**src/rtl/writeback_sequencer_if.sv**
```systemverilog
// writeback_sequencer_if: request, memory and register-file signals of the writeback sequencer
interface writeback_sequencer_if;
  logic        instr_valid;
  logic        instr_ready;
  logic [2:0]  wb_source;
  logic [4:0]  rd_address_in;
  logic [31:0] alu_result;
  logic [31:0] pc_plus_4;
  logic [31:0] immediate;
  logic [2:0]  load_funct3;
  logic [1:0]  load_byte_offset;
  logic        mem_req;
  logic        mem_ack;
  logic [31:0] mem_rdata;
  logic [31:0] rd;
  logic        rd_write_enable;
  logic [4:0]  rd_address;
  logic        wb_done;
  logic        fault_misaligned;
  logic        fault_illegal;
  logic        fault_timeout;
  modport master (
    output instr_valid, wb_source, rd_address_in, alu_result, pc_plus_4, immediate,
           load_funct3, load_byte_offset, mem_ack, mem_rdata,
    input  instr_ready, mem_req, rd, rd_write_enable, rd_address, wb_done,
           fault_misaligned, fault_illegal, fault_timeout
  );
  modport slave (
    input  instr_valid, wb_source, rd_address_in, alu_result, pc_plus_4, immediate,
           load_funct3, load_byte_offset, mem_ack, mem_rdata,
    output instr_ready, mem_req, rd, rd_write_enable, rd_address, wb_done,
           fault_misaligned, fault_illegal, fault_timeout
  );
endinterface

```
**src/rtl/writeback_sequencer.sv**
```systemverilog
// writeback_sequencer: selects the writeback source, sequences loads and pulses the register-file write
module writeback_sequencer #(
  parameter int RV32I        = 1,
  parameter int LOAD_TIMEOUT = 255
) (
  input logic                  clock,
  input logic                  reset,
  writeback_sequencer_if.slave bus_io
);
  typedef enum logic [1:0] {IDLE, LOAD_WAIT, WRITE} state_t;
  localparam logic [9:0] TO_LAST = 10'(LOAD_TIMEOUT - 1);
  state_t      state_q, state_d;
  logic [9:0]  cnt_q, cnt_d;
  logic        ready_q, ready_d;
  logic        mem_req_q, mem_req_d;
  logic        we_q, we_d;
  logic        done_q, done_d;
  logic        fmis_q, fmis_d;
  logic        fill_q, fill_d;
  logic        fto_q, fto_d;
  logic [31:0] rd_q, rd_d;
  logic [4:0]  rda_q, rda_d;
  logic [2:0]  f3_q, f3_d;
  logic [1:0]  off_q, off_d;
  logic        is_load, illegal, misaligned;
  logic [7:0]  ld_byte;
  logic [15:0] ld_half;
  logic [31:0] ld_data, src_data;
  assign is_load    = bus_io.wb_source == 3'd4;
  assign illegal    = bus_io.wb_source > 3'd4
                    || (is_load && (bus_io.load_funct3[1:0] == 2'b11 || bus_io.load_funct3 == 3'd6))
                    || (RV32I == 0 && bus_io.rd_address_in[4]);
  assign misaligned = (bus_io.load_funct3[1:0] == 2'b01 && bus_io.load_byte_offset[0])
                    || (bus_io.load_funct3 == 3'd2 && bus_io.load_byte_offset != 2'd0);
  assign src_data   = bus_io.wb_source == 3'd1 ? bus_io.alu_result :
                      bus_io.wb_source == 3'd2 ? bus_io.pc_plus_4 : bus_io.immediate;
  assign ld_byte    = bus_io.mem_rdata[{off_q, 3'b000} +: 8];
  assign ld_half    = bus_io.mem_rdata[{off_q[1], 4'b0000} +: 16];
  assign ld_data    = f3_q == 3'd0 ? {{24{ld_byte[7]}}, ld_byte} :
                      f3_q == 3'd1 ? {{16{ld_half[15]}}, ld_half} :
                      f3_q == 3'd4 ? {24'd0, ld_byte} :
                      f3_q == 3'd5 ? {16'd0, ld_half} : bus_io.mem_rdata;
  assign bus_io.instr_ready      = ready_q;
  assign bus_io.mem_req          = mem_req_q;
  assign bus_io.rd               = rd_q;
  assign bus_io.rd_write_enable  = we_q;
  assign bus_io.rd_address       = rda_q;
  assign bus_io.wb_done          = done_q;
  assign bus_io.fault_misaligned = fmis_q;
  assign bus_io.fault_illegal    = fill_q;
  assign bus_io.fault_timeout    = fto_q;
  // State and registered outputs; reset drops mem_req and any pending load at once
  always_ff @(posedge clock or posedge reset) begin
    if (reset) begin
      state_q   <= IDLE;
      cnt_q     <= '0;
      ready_q   <= 1'b1;
      mem_req_q <= 1'b0;
      we_q      <= 1'b0;
      done_q    <= 1'b0;
      fmis_q    <= 1'b0;
      fill_q    <= 1'b0;
      fto_q     <= 1'b0;
      rd_q      <= '0;
      rda_q     <= '0;
      f3_q      <= '0;
      off_q     <= '0;
    end else begin
      state_q   <= state_d;
      cnt_q     <= cnt_d;
      ready_q   <= ready_d;
      mem_req_q <= mem_req_d;
      we_q      <= we_d;
      done_q    <= done_d;
      fmis_q    <= fmis_d;
      fill_q    <= fill_d;
      fto_q     <= fto_d;
      rd_q      <= rd_d;
      rda_q     <= rda_d;
      f3_q      <= f3_d;
      off_q     <= off_d;
    end
  end
  // Next state and next registered outputs; pulses are set on the transition so they land one cycle later
  always_comb begin
    state_d   = state_q;
    cnt_d     = cnt_q;
    mem_req_d = 1'b0;
    we_d      = 1'b0;
    done_d    = 1'b0;
    fmis_d    = 1'b0;
    fill_d    = 1'b0;
    fto_d     = 1'b0;
    rd_d      = rd_q;
    rda_d     = rda_q;
    f3_d      = f3_q;
    off_d     = off_q;
    unique case (state_q)
      IDLE: if (bus_io.instr_valid) begin
        f3_d  = bus_io.load_funct3;
        off_d = bus_io.load_byte_offset;
        rda_d = RV32I != 0 ? bus_io.rd_address_in : {1'b0, bus_io.rd_address_in[3:0]};
        done_d = 1'b1;
        if (illegal) fill_d = 1'b1;
        else if (is_load && misaligned) fmis_d = 1'b1;
        else if (bus_io.wb_source == 3'd0 || bus_io.rd_address_in == 5'd0) done_d = 1'b1;
        else if (is_load) begin
          done_d    = 1'b0;
          state_d   = LOAD_WAIT;
          mem_req_d = 1'b1;
          cnt_d     = '0;
        end else begin
          state_d = WRITE;
          we_d    = 1'b1;
          rd_d    = src_data;
        end
      end
      LOAD_WAIT: if (bus_io.mem_ack) begin
        state_d = WRITE;
        we_d    = 1'b1;
        done_d  = 1'b1;
        rd_d    = ld_data;
      end else if (cnt_q == TO_LAST) begin
        state_d = IDLE;
        fto_d   = 1'b1;
        done_d  = 1'b1;
      end else begin
        mem_req_d = 1'b1;
        cnt_d     = cnt_q + 10'd1;
      end
      WRITE: state_d = IDLE;
      default: state_d = IDLE;
    endcase
    ready_d = state_d == IDLE;
  end
endmodule

```
**src/flat_wrapper.sv**
```systemverilog
// flat-port wrapper written by rule: the top's interface ports become plain ports
module writeback_sequencer_flat 
#(
  parameter int RV32I        = 1,
  parameter int LOAD_TIMEOUT = 255
)
  (clock, reset, bus_io_instr_valid, bus_io_wb_source, bus_io_rd_address_in, bus_io_alu_result, bus_io_pc_plus_4, bus_io_immediate, bus_io_load_funct3, bus_io_load_byte_offset, bus_io_mem_ack, bus_io_mem_rdata, bus_io_instr_ready, bus_io_mem_req, bus_io_rd, bus_io_rd_write_enable, bus_io_rd_address, bus_io_wb_done, bus_io_fault_misaligned, bus_io_fault_illegal, bus_io_fault_timeout);
  writeback_sequencer_if bus_io_i ();
  input logic clock;
  input logic reset;
  input wire logic [$bits(bus_io_i.instr_valid)-1:0] bus_io_instr_valid;
  input wire logic [$bits(bus_io_i.wb_source)-1:0] bus_io_wb_source;
  input wire logic [$bits(bus_io_i.rd_address_in)-1:0] bus_io_rd_address_in;
  input wire logic [$bits(bus_io_i.alu_result)-1:0] bus_io_alu_result;
  input wire logic [$bits(bus_io_i.pc_plus_4)-1:0] bus_io_pc_plus_4;
  input wire logic [$bits(bus_io_i.immediate)-1:0] bus_io_immediate;
  input wire logic [$bits(bus_io_i.load_funct3)-1:0] bus_io_load_funct3;
  input wire logic [$bits(bus_io_i.load_byte_offset)-1:0] bus_io_load_byte_offset;
  input wire logic [$bits(bus_io_i.mem_ack)-1:0] bus_io_mem_ack;
  input wire logic [$bits(bus_io_i.mem_rdata)-1:0] bus_io_mem_rdata;
  output wire logic [$bits(bus_io_i.instr_ready)-1:0] bus_io_instr_ready;
  output wire logic [$bits(bus_io_i.mem_req)-1:0] bus_io_mem_req;
  output wire logic [$bits(bus_io_i.rd)-1:0] bus_io_rd;
  output wire logic [$bits(bus_io_i.rd_write_enable)-1:0] bus_io_rd_write_enable;
  output wire logic [$bits(bus_io_i.rd_address)-1:0] bus_io_rd_address;
  output wire logic [$bits(bus_io_i.wb_done)-1:0] bus_io_wb_done;
  output wire logic [$bits(bus_io_i.fault_misaligned)-1:0] bus_io_fault_misaligned;
  output wire logic [$bits(bus_io_i.fault_illegal)-1:0] bus_io_fault_illegal;
  output wire logic [$bits(bus_io_i.fault_timeout)-1:0] bus_io_fault_timeout;
  assign bus_io_i.instr_valid = bus_io_instr_valid;
  assign bus_io_i.wb_source = bus_io_wb_source;
  assign bus_io_i.rd_address_in = bus_io_rd_address_in;
  assign bus_io_i.alu_result = bus_io_alu_result;
  assign bus_io_i.pc_plus_4 = bus_io_pc_plus_4;
  assign bus_io_i.immediate = bus_io_immediate;
  assign bus_io_i.load_funct3 = bus_io_load_funct3;
  assign bus_io_i.load_byte_offset = bus_io_load_byte_offset;
  assign bus_io_i.mem_ack = bus_io_mem_ack;
  assign bus_io_i.mem_rdata = bus_io_mem_rdata;
  assign bus_io_instr_ready = bus_io_i.instr_ready;
  assign bus_io_mem_req = bus_io_i.mem_req;
  assign bus_io_rd = bus_io_i.rd;
  assign bus_io_rd_write_enable = bus_io_i.rd_write_enable;
  assign bus_io_rd_address = bus_io_i.rd_address;
  assign bus_io_wb_done = bus_io_i.wb_done;
  assign bus_io_fault_misaligned = bus_io_i.fault_misaligned;
  assign bus_io_fault_illegal = bus_io_i.fault_illegal;
  assign bus_io_fault_timeout = bus_io_i.fault_timeout;
  writeback_sequencer #(.RV32I(RV32I), .LOAD_TIMEOUT(LOAD_TIMEOUT)) u_core (.clock(clock), .reset(reset), .bus_io(bus_io_i));
endmodule
```
**config.mk**
```make
export PLATFORM = sky130hd
export DESIGN_NAME = writeback_sequencer_flat
export DESIGN_NICKNAME = d
export VERILOG_FILES = /design/src/rtl/writeback_sequencer_if.sv /design/src/rtl/writeback_sequencer.sv /design/src/flat_wrapper.sv
export SDC_FILE = /design/constraint.sdc
export NUM_CORES = 1
export LEC_CHECK = 0
export ABC_AREA = 1
export BUFFER_PORTS_ARGS = -buffer_cell sky130_fd_sc_hd__buf_2
export CAP_MARGIN = 25
export CELL_PAD_IN_SITES_DETAIL_PLACEMENT = 2
export CELL_PAD_IN_SITES_GLOBAL_PLACEMENT = 2
export CORE_MARGIN = 10
export CORE_UTILIZATION = 22
export CTS_BUF_LIST = sky130_fd_sc_hd__clkbuf_4 sky130_fd_sc_hd__clkbuf_8
export DETAILED_ROUTE_END_ITERATION = 8
export PLACE_DENSITY_LB_ADDON = 0.1
export SLEW_MARGIN = 5
export SYNTH_ARGS = -nofsm -noshare
export SYNTH_HDL_FRONTEND = slang
export SYNTH_SLANG_ARGS = --single-unit
```
**constraint.sdc**
```tcl
create_clock -name clock -period 1.9 [get_ports clock]
set_clock_uncertainty 0.1 [all_clocks]
set_input_delay 0.38 -clock clock [delete_from_list [all_inputs] [get_ports clock]]
set_output_delay 0.38 -clock clock [all_outputs]
set_load 0.02 [all_outputs]
```
## Yosys cells after proc, flatten, opt, wreduce, memory -nomap -nowiden

Cells that the tools add are included.

| word-level totals | value |
|---|---|
| input port bits | 145 |
| register bits after elaboration | 61 |

| operators by class | value |
|---|---|
| order comparisons | 1 |
| shift operators | 2 |
| add/subtract/negate cells | 1 |
| muxes and demuxes | 60 |
| reductions and logical operators | 18 |
| equal/unequal tests | 21 |

Operators by type and width:

| cell | number |
|---|---|
| $mux 32 | 12 |
| $mux 10 | 7 |
| $pmux 32 s2 | 1 |
| $shiftx 32x6->16 | 1 |
| $shiftx 32x6->8 | 1 |
| $mux 1 | 28 |
| $pmux 10 s2 | 1 |
| $ne 2x2->1 const B | 8 |
| $mux 2 | 7 |
| $eq 3x3->1 const B | 4 |
| $add 10x1->10 const B | 1 |
| $eq 10x8->1 const B | 1 |
| $reduce_and 8->1 | 1 |
| $reduce_and 7->1 | 1 |
| $eq 3x1->1 const B | 2 |
| $eq 3x2->1 const B | 2 |
| $logic_not 3->1 | 2 |
| $pmux 1 s2 | 3 |
| $logic_not 5->1 | 1 |
| $eq 2x1->1 const B | 2 |
| $logic_and 1x1->1 | 4 |
| $logic_not 2->1 | 2 |
| $logic_or 1x1->1 | 4 |
| $pmux 2 s2 | 1 |
| other kinds (5) | 6 |

## Depth between registers and ports, before layout

Gate-level depths: netlist (run 1).

| depth | value |
|---|---|
| word-level depth | 9 |
| gate-level depth with buffers | 12 |
| depth with buffers taken out | 11 |

## Least setup slack after synthesis (run 1)

Ideal clock, no wire load.

| timing path | value |
|---|---|
| kind | reg2reg |
| start | reg u_core.cnt_q[0] |
| end | reg u_core.cnt_q[3] |
| stages on the path, launching flop included | 12 |
| period minus slack after synthesis | 1.531 ns |
| data required time | 1.683 ns |
| arrival | 1.315 ns |
| path slack | 0.369 ns |
| buffers on the path | 0 |
| path through | dfrtp_1 > inv_1 > ha_1 > inv_1 > nor2_1 > nand3_1 > nand2_1 > inv_1 > nand2_2 > nand2_4 > nand2_1 > nand2_1 |

| between the ends | value |
|---|---|
| longest elaborated chain between the ends | 4 |

Ends and longest elaborated chain:

| item | line | RTL |
|---|---|---|
| from (decl) | writeback_sequencer.sv:13 | `logic [9:0] cnt_q, cnt_d;` |
| from (signal assigned) | writeback_sequencer.sv:70 | `cnt_q <= cnt_d;` |
| $add 10x1->10 | writeback_sequencer.sv:129 | `cnt_d = cnt_q + 10'd1;` |
| $mux 10 | writeback_sequencer.sv:123 | `end else if (cnt_q == TO_LAST) begin` |
| $mux 10 | writeback_sequencer.sv:118 | `LOAD_WAIT: if (bus_io.mem_ack) begin` |
| $pmux 10 s2 | writeback_sequencer.sv:98 | `unique case (state_q)` |

Several ways; a longest one is shown, not always the timed one. The select of a mux whose other input is x is not followed.
A chain may end at the register's enable or synchronous reset.

## Worst setup path in the final report (run 1)

| timing path | value |
|---|---|
| start | reg u_core.state_q[0] |
| end | reg u_core.rd_q[2] (netlist: u_core.bus_io.rd[2]) |

| between the ends | value |
|---|---|
| longest elaborated chain between the ends | 3 |

Ends and longest elaborated chain:

| item | line | RTL |
|---|---|---|
| from (decl) | writeback_sequencer.sv:12 | `state_t state_q, state_d;` |
| from (signal assigned) | writeback_sequencer.sv:69 | `state_q <= state_d;` |
| $eq 2x1->1 or $logic_not 2->1 (tied branches) | writeback_sequencer.sv:98 |  |
| $ne 2x2->1 (no source line) or $reduce_bool 2->1 (tied branches) | -- |  |
| $reduce_and 7->1 (no source line) | -- |  |
| to (signal assigned) | writeback_sequencer.sv:78 | `rd_q <= rd_d;` |
| to (decl) | writeback_sequencer.sv:21 | `logic [31:0] rd_q, rd_d;` |

Several ways; a longest one is shown, not always the timed one.

==> out/metrics.cfg, run 1 <==
[yosys]
synth_seq_cells = 61
ys_warn_count = 0
synthXorXnorAreaFrac_pct = 0.566
synth_edf_count = 0
synth_top_cell_by_area = dfrtp_1
synth_cell_types = 35
syn_area_per_cell_um2 = 6.19
synth_nets = 896
synth_most_common_cell = nand2_1
synth_compound_area_share_pct = 10.6
synth_top_family_by_area = simple AND/OR/NAND/NOR gates
synth_common_cells = nand2_1, nand3_1, inv_1
yosys.area.top_type_share_pct = 32.4
synth.area.top_cells = dfrtp_1, nand2_1, nand3_1
synth_adder_area_share_pct = 0.539
synth_async_sr_flop_share_pct = 100
ys.flop_type = dfrtp_1
yosys.area_share.simple_pct = 44.9
yosys-mux-area-fraction_pct = 0
synth-seq-area-share_pct = 32.9
syn-instance-count = 749
netlist_area_mm2 = 0.00464

[worst_setup_path]
path_buf_inv = 3
slowest_delay_ns = 0.37
crit_slowest_cell = dfrtp_1
crit_family = simple AND/OR/NAND/NOR gates
cp_common_cell = nand3_1
crit_start = u_core.state_q[0]$_DFF_PP0_
crit_fanout = 12
critPathRequiredTime_ns = 2.11
end_kind = flip-flop
reg2reg_from = u_core.state_q[0]$_DFF_PP0_
cp.arrival_ns = 1.95
critical_path_class = flip-flop to flip-flop
cp_cell_sequence = inv_1 > nand3_1 > inv_2 > nand4_4 > nand2_2 > buf_4 > nand3_1 > nand2_1
cp-start-kind = flip-flop

[grt]
met2_usage_pct = 27.3
antenna_found_initial = 2
grt_pass1_wl_um = 36700
grt_pass1_vias = 6290
globalRoute.totalOverflow = 0
use_met3_pct = 4.59
top_usage_layer = met2
grt_use_met1_pct = 23.1
grt_max_degree = 62
grt_use_total_pct = 17.3

[sta]
finalSetupTns_ns = 0
min_period_over_period_pct = 91.3
setup_viol = 0
max_freq_mhz = 576
maxSlewHeadroom_pct = 72.2
hold_viol = 0
period_needed_ns = 1.74
tightest_slew_ns = 0.416
drv_slew = 0
rsz0062_at_grt = no

[power_and_ir_drop]
p_clk_share_pct = 25.2
p_seq_share_pct = 37.2
power_density_mw_per_mm2 = 737
power.total_w = 0.00452
power.leakage_nw = 3.47
ir_drop_v = 0.000280
swShare_pct = 42.1
combPwrFrac_pct = 37.6
p_int_w = 0.00262
p_switching_w = 0.00190

[placed_design]
port_buffers = 188
gp_congestion = 0.824
post-dp-hpwl_um = 19500
place_area_mm2 = 0.00594

[floorplan]
chipHeight_um = 165
num_io_pins = 189
core_region_area_mm2 = 0.0209
die_area_mm2 = 0.0273
die_x_um = 165
rows = 53
initial_utilization_pct = 22.2

[finish]
design_area_mm2 = 0.00613
nets = 1078
regArea_mm2 = 0.00153
multi_input_comb_area_mm2 = 0.00264
n_fill_cell = 2637
syn2layout_area_growth_pct = 32.1
drive_gt1_share_pct = 27.6

[drt]
dr.pass1.iters = 4
drc = 0
avgViaCountPerCell = 4.64
wl_per_cell_um = 19.5
vias = 5624
detail-route-antenna-nets = 0
wl_um = 23600
drtIter0Drc = 281

[hold_path]
hold_class = primary input to async pin

[job]
maxCapViolCount = 0

[clock_network]
cts_root_buffer = clkbuf_8
insertion_delay_ns = 0.37
cts.htree.levels = 3
cts_hold_buf = 0
cts_buffer_depth = 2
cts_sinks = 61
clk_pin_slew_ns = 0.08
cts_buffers = 9
tritoncts = built

[status]
run_status = finished, final reports clean

## kinds of logic after synthesis
logic type | count (synthesis)
AO/OA/AOI/OAI | 85
adder cells (fa/ha/maj) | 2
flip-flops | 61
buffers and inverters | 111
XOR/XNOR | 3
AND/OR/NAND/NOR | 487
## registers in the layout, summed over array words and instances (netlist names)
signal / count
u_core.bus_io.rd_write_enable: 1
u_core.cnt_q: 10
u_core.bus_io.fault_timeout: 1
u_core.bus_io.mem_req: 1
u_core.bus_io.fault_misaligned: 1
u_core.bus_io.instr_ready: 1
u_core.bus_io.fault_illegal: 1
u_core.bus_io.rd: 32
u_core.off_q: 2
u_core.bus_io.wb_done: 1
u_core.bus_io.rd_address: 5
u_core.f3_q: 3
u_core.state_q: 2
## final timing paths
path / to / slack [ns] / depth (start not counted)
max in group asynchronous: u_core.bus_io.instr_ready$_DFF_PP1_ / 1.38 / 3
worst min register to register: u_core.bus_io.rd_address[4]$_DFFE_PP0P_ / 0.40 / 2
min in group clock: u_core.bus_io.rd_address[3]$_DFFE_PP0P_ / 0.12 / 3
worst max-delay path: u_core.bus_io.rd[2]$_DFFE_PP0P_ / 0.16 / 8
worst max register to register: u_core.bus_io.rd[2]$_DFFE_PP0P_ / 0.16 / 8
worst min-delay path: u_core.bus_io.rd[23]$_DFFE_PP0P_ / 0.02 / 3
## worst register-to-register path, stage by stage (launching register included)
cell and delay (ns):
dfrtp_1 0.37, inv_1 0.11, nand3_1 0.14, inv_2 0.14, nand4_4 0.13, nand2_2 0.23
buf_4 0.25, nand3_1 0.12, nand2_1 0.08
## layout make-up
cell class | instances | share of cell area (%)
repair buffers | 214 | 19.1
clock inverters | 5 | 0.592
multi-input cells | 577 | 43.1
well taps | 275 | 5.61
clock buffers | 11 | 2.37
inverters | 68 | 4.23
diodes | 1 | 0.0408
flip-flops and latches | 61 | 24.9
## what timing repair did
| action | in CTS | in global routing |
|---|---|---|
| gates resized for setup | 0 | 2 |
| endpoints found under the setup margin | 0 | 9 |
| buffers inserted | 0 | 0 |
## stage by stage
step                      setup slack (ns)  instances  hold slack, ns  utilization, %
after floorplan                      0.369        749           0.351               -
after global placement               0.158       1195           0.360            28.4
after detailed placement             0.113       1195           0.378            28.4
after CTS                           0.0829       1211         0.00501            29.3
after global routing               0.00255       1211          0.0369            29.3
final                                0.165       1212          0.0152            29.3
## routing by layer
metal / routed length, µm / up-vias
li1: - / 2748
met1: 11200 / 2745
met2: 10800 / 116
met3: 1450 / 13
met4: 206 / 2
met5: 13 / -
## power groups by stage
stage	Sequential, W	Clock (W)	Combinational, W
CTS	0.00168	0.00120	0.00174
finish	0.00168	0.00114	0.00170
floorplan	0.00188	0	0.000772
global route	0.00171	0.00124	0.00191
global placement	0.00170	0	0.00170
detailed placement	0.00170	0	0.00174
## cells in the final DEF, fill, tap and decap left out, types with 4 or more instances in the layout
cell type,instances
nand3_1,115
clkbuf_8,10
buf_2,188
o21ai_0,22
nand2_2,5
dfrtp_1,60
o211ai_1,16
nor2_4,4
inv_1,63
nand4_1,4
clkinvlp_4,4
inv_2,4
buf_4,23
nand2_1,302
a21oi_1,29
o21ai_1,11
nor2_1,44
Note: power is estimated with default switching activity, not from simulation.
==> inputs of run 2 (changes only) <==
--- a/config.mk
+++ b/config.mk
@@ -11,7 +11,7 @@
 export CELL_PAD_IN_SITES_DETAIL_PLACEMENT = 2
 export CELL_PAD_IN_SITES_GLOBAL_PLACEMENT = 2
 export CORE_MARGIN = 10
-export CORE_UTILIZATION = 22
+export CORE_UTILIZATION = 27
 export CTS_BUF_LIST = sky130_fd_sc_hd__clkbuf_4 sky130_fd_sc_hd__clkbuf_8
 export DETAILED_ROUTE_END_ITERATION = 8
 export PLACE_DENSITY_LB_ADDON = 0.1
==> constraint.sdc (replaced) <==
create_clock -name clock -period 2.25 [get_ports clock]
set_clock_uncertainty 0.1 [all_clocks]
set_input_delay 0.45 -clock clock [delete_from_list [all_inputs] [get_ports clock]]
set_output_delay 0.45 -clock clock [all_outputs]
set_load 0.02 [all_outputs]
==> run 2 against run 1 <==
Effect of this change:
- die area decreased by 16%
- sequential share of layout area increased by 0.42 points
- non-clock buffer count decreased by 8
- cell area decreased by 1.7%
- largest power group is now registers
==> out/metrics.cfg, run 2 (same netlist as run 1, synthesis figures left out) <==
[grt]
grt_pass1_vias = 6368  ; was 6290
grt_max_degree = 62  ; unchanged
globalRoute.totalOverflow = 0  ; unchanged
antenna_found_initial = 1  ; was 2
grt_use_total_pct = 20.3  ; was 17.3%
grt_pass1_wl_um = 36000  ; was 36700 µm

[clock_network]
cts_root_buffer = clkbuf_8  ; unchanged
cts_sinks = 61  ; unchanged
cts_setup_buffers = 0  ; unchanged
insertion_delay_ns = 0.39  ; was 0.37 ns
cts_hold_buf = 0  ; unchanged
cts.htree.levels = 3  ; unchanged
cts_resized = 0  ; unchanged
cts_buffer_depth = 2  ; unchanged
tritoncts = built  ; unchanged
clk_pin_slew_ns = 0.09  ; was 0.08 ns
cts_buffers = 9  ; unchanged

[finish]
regArea_mm2 = 0.00153  ; unchanged
drive_gt1_share_pct = 26.8  ; was 27.6%
nets = 1070  ; was 1078
layout_common_cells = nand2_1, buf_2, nand3_1, inv_1, dfrtp_1  ; unchanged
multi_input_comb_area_mm2 = 0.00263  ; was 0.00264 mm²
n_fill_cell = 2120  ; was 2637
largest_register_ffs = 32  ; unchanged
layout_commonest_cell = nand2_1  ; unchanged
syn2layout_area_growth_pct = 29.9  ; was 32.1%

[worst_setup_path]
rr_worst_depth = 11  ; was 8
cp.arrival_ns = 2.13  ; was 1.95 ns
reg2reg_from = u_core.cnt_q[0]$_DFFE_PP0P_  ; was u_core.state_q[0]$_DFF_PP0_
critical_path_class = flip-flop to flip-flop  ; unchanged
cp-start-kind = flip-flop  ; unchanged
crit_fanout = 10  ; was 12
reg2reg_slack_ns = 0.29  ; was 0.16 ns
critPathRequiredTime_ns = 2.42  ; was 2.11 ns
end_kind = flip-flop  ; unchanged
r2r_end = u_core.cnt_q[0]$_DFFE_PP0P_  ; was u_core.bus_io.rd[2]$_DFFE_PP0P_

[floorplan]
die_x_um = 151  ; was 165 µm
core_region_area_mm2 = 0.0167  ; was 0.0209 mm²
die_area_mm2 = 0.0228  ; was 0.0273 mm²
rows = 47  ; was 53
chipHeight_um = 151  ; was 165 µm
num_io_pins = 189  ; unchanged
initial_utilization_pct = 27.8  ; was 22.2%

[power_and_ir_drop]
power_density_mw_per_mm2 = 668  ; was 737 mW/mm²
ir_drop_v = 0.000204  ; was 0.000280 V
swShare_pct = 40.4  ; was 42.1%
p_clk_share_pct = 29.9  ; was 25.2%
p_switching_w = 0.00163  ; was 0.00190 W
p_seq_share_pct = 35.2  ; was 37.2%
combPwrFrac_pct = 34.9  ; was 37.6%
p_int_w = 0.00240  ; was 0.00262 W
power.leakage_nw = 3.46  ; was 3.47 nW

[drt]
drtIter0Drc = 165  ; was 281
avgViaCountPerCell = 4.96  ; was 4.64
wl_met2_um = 10800  ; about the same
drc = 0  ; unchanged
vias = 5698  ; was 5624
drt-met1-wl_um = 10700  ; was 11200 µm
wl_um = 23100  ; was 23600 µm
dr_wl_met3_um = 1270  ; was 1450 µm
wl_per_cell_um = 20.1  ; was 19.5 µm
topRoutingLayerUsed = met4  ; was met5
detail-route-antenna-nets = 0  ; unchanged
dr.pass1.iters = 4  ; unchanged

[sta]
hold_viol = 0  ; unchanged
maxSlewHeadroom_pct = 39.2  ; was 72.2%
setup_viol = 0  ; unchanged
period_needed_ns = 1.96  ; was 1.74 ns
drv_slew = 0  ; unchanged
tightest_slew_ns = 0.911  ; was 0.416 ns
rsz0062_at_grt = no  ; unchanged
finalSetupTns_ns = 0  ; unchanged
max_freq_mhz = 511  ; was 576 MHz
min_period_over_period_pct = 87.1  ; was 91.3%
hold_slack_ns = 0.00514  ; was 0.0152 ns

[placed_design]
port_buffers = 188  ; unchanged
gp_congestion = 0.876  ; was 0.824
post-dp-hpwl_um = 18700  ; was 19500 µm

[job]
maxCapViolCount = 0  ; unchanged

[hold_path]
hold_class = primary input to async pin  ; unchanged

[status]
run_status = finished, final reports clean  ; unchanged

run 2: cell types whose count changed in the layout (fill, tap and decap cells not counted):
| cell | delta |
|---|---|
| nor2_2 | +1 |
| nand2_2 | +1 |
| clkbuf_4 | -1 |
| buf_4 | -8 |
| nor2_4 | -1 |
| nand3_1 | +1 |
| clkbuf_8 | -1 |
| clkinvlp_4 | -3 |
| nand3_2 | -1 |
| inv_2 | +1 |
| nand2_4 | -1 |
| bufinv_16 | +2 |
| inv_6 | +3 |
| clkinv_2 | -1 |
run 2: worst max path at each step:
stage,start,endpoint,slack (ns)
global route,u_core.cnt_q[0]$_DFFE_PP0P_,u_core.cnt_q[3]$_DFFE_PP0P_,0.11
CTS,u_core.cnt_q[0]$_DFFE_PP0P_,u_core.cnt_q[0]$_DFFE_PP0P_,0.28
finish,u_core.cnt_q[0]$_DFFE_PP0P_,u_core.cnt_q[0]$_DFFE_PP0P_,0.29
detailed placement,bus_io_wb_source[1],u_core.bus_io.rd[7]$_DFFE_PP0P_,0.11
global placement,bus_io_wb_source[1],u_core.bus_io.rd[15]$_DFFE_PP0P_,0.17
floorplan,reset,u_core.bus_io.fault_illegal$_DFF_PP0_,0.19
run 2: worst max-delay path: stages (launching register included):
cell	delay [ns]
dfrtp_1	0.46
inv_1	0.11
ha_1	0.20
inv_1	0.05
nor2_1	0.12
nand3_1	0.13
nand2_1	0.09
inv_1	0.05
nand2_2	0.22
nand2_4	0.16
nand2_1	0.10
nand2_1	0.05
run 2: per-stage QoR:
stage	setup slack, ns	std cells	cell area [µm²]	total power, W	utilization (%)
after detailed placement	0.108	1132	5800	0.00286	34.7
after global placement	0.174	1132	5800	0.00280	34.7
final	0.291	1149	6030	0.00403	36.1
after global routing	0.114	1149	6030	0.00429	36.1
after floorplan	0.189	749	4640	0.00224	-
after CTS	0.282	1148	6020	0.00408	36.1
run 2: routing by layer:
metal,vias up,global-route usage [%]
met5,-,0
met4,0,5.05
met3,23,5.28
met2,138,32.8
met1,2791,26.3
li1,2746,-
run 2: layout make-up:
cell class	count	area share, %
diodes	1	0.0415
inverters	68	4.24
clock inverters	7	1.70
repair buffers	206	18.5
multi-input cells	577	43.6
flip-flops and latches	61	25.3
clock buffers	9	2.06
well taps	220	4.57
run 2: power by group through the flow:
stage / Clock [W] / Combinational (W) / Sequential (W)
detailed placement: 0 / 0.00143 / 0.00143
CTS: 0.00122 / 0.00143 / 0.00142
finish: 0.00120 / 0.00140 / 0.00142
global route: 0.00128 / 0.00157 / 0.00144
floorplan: 0 / 0.000652 / 0.00159
global placement: 0 / 0.00137 / 0.00143
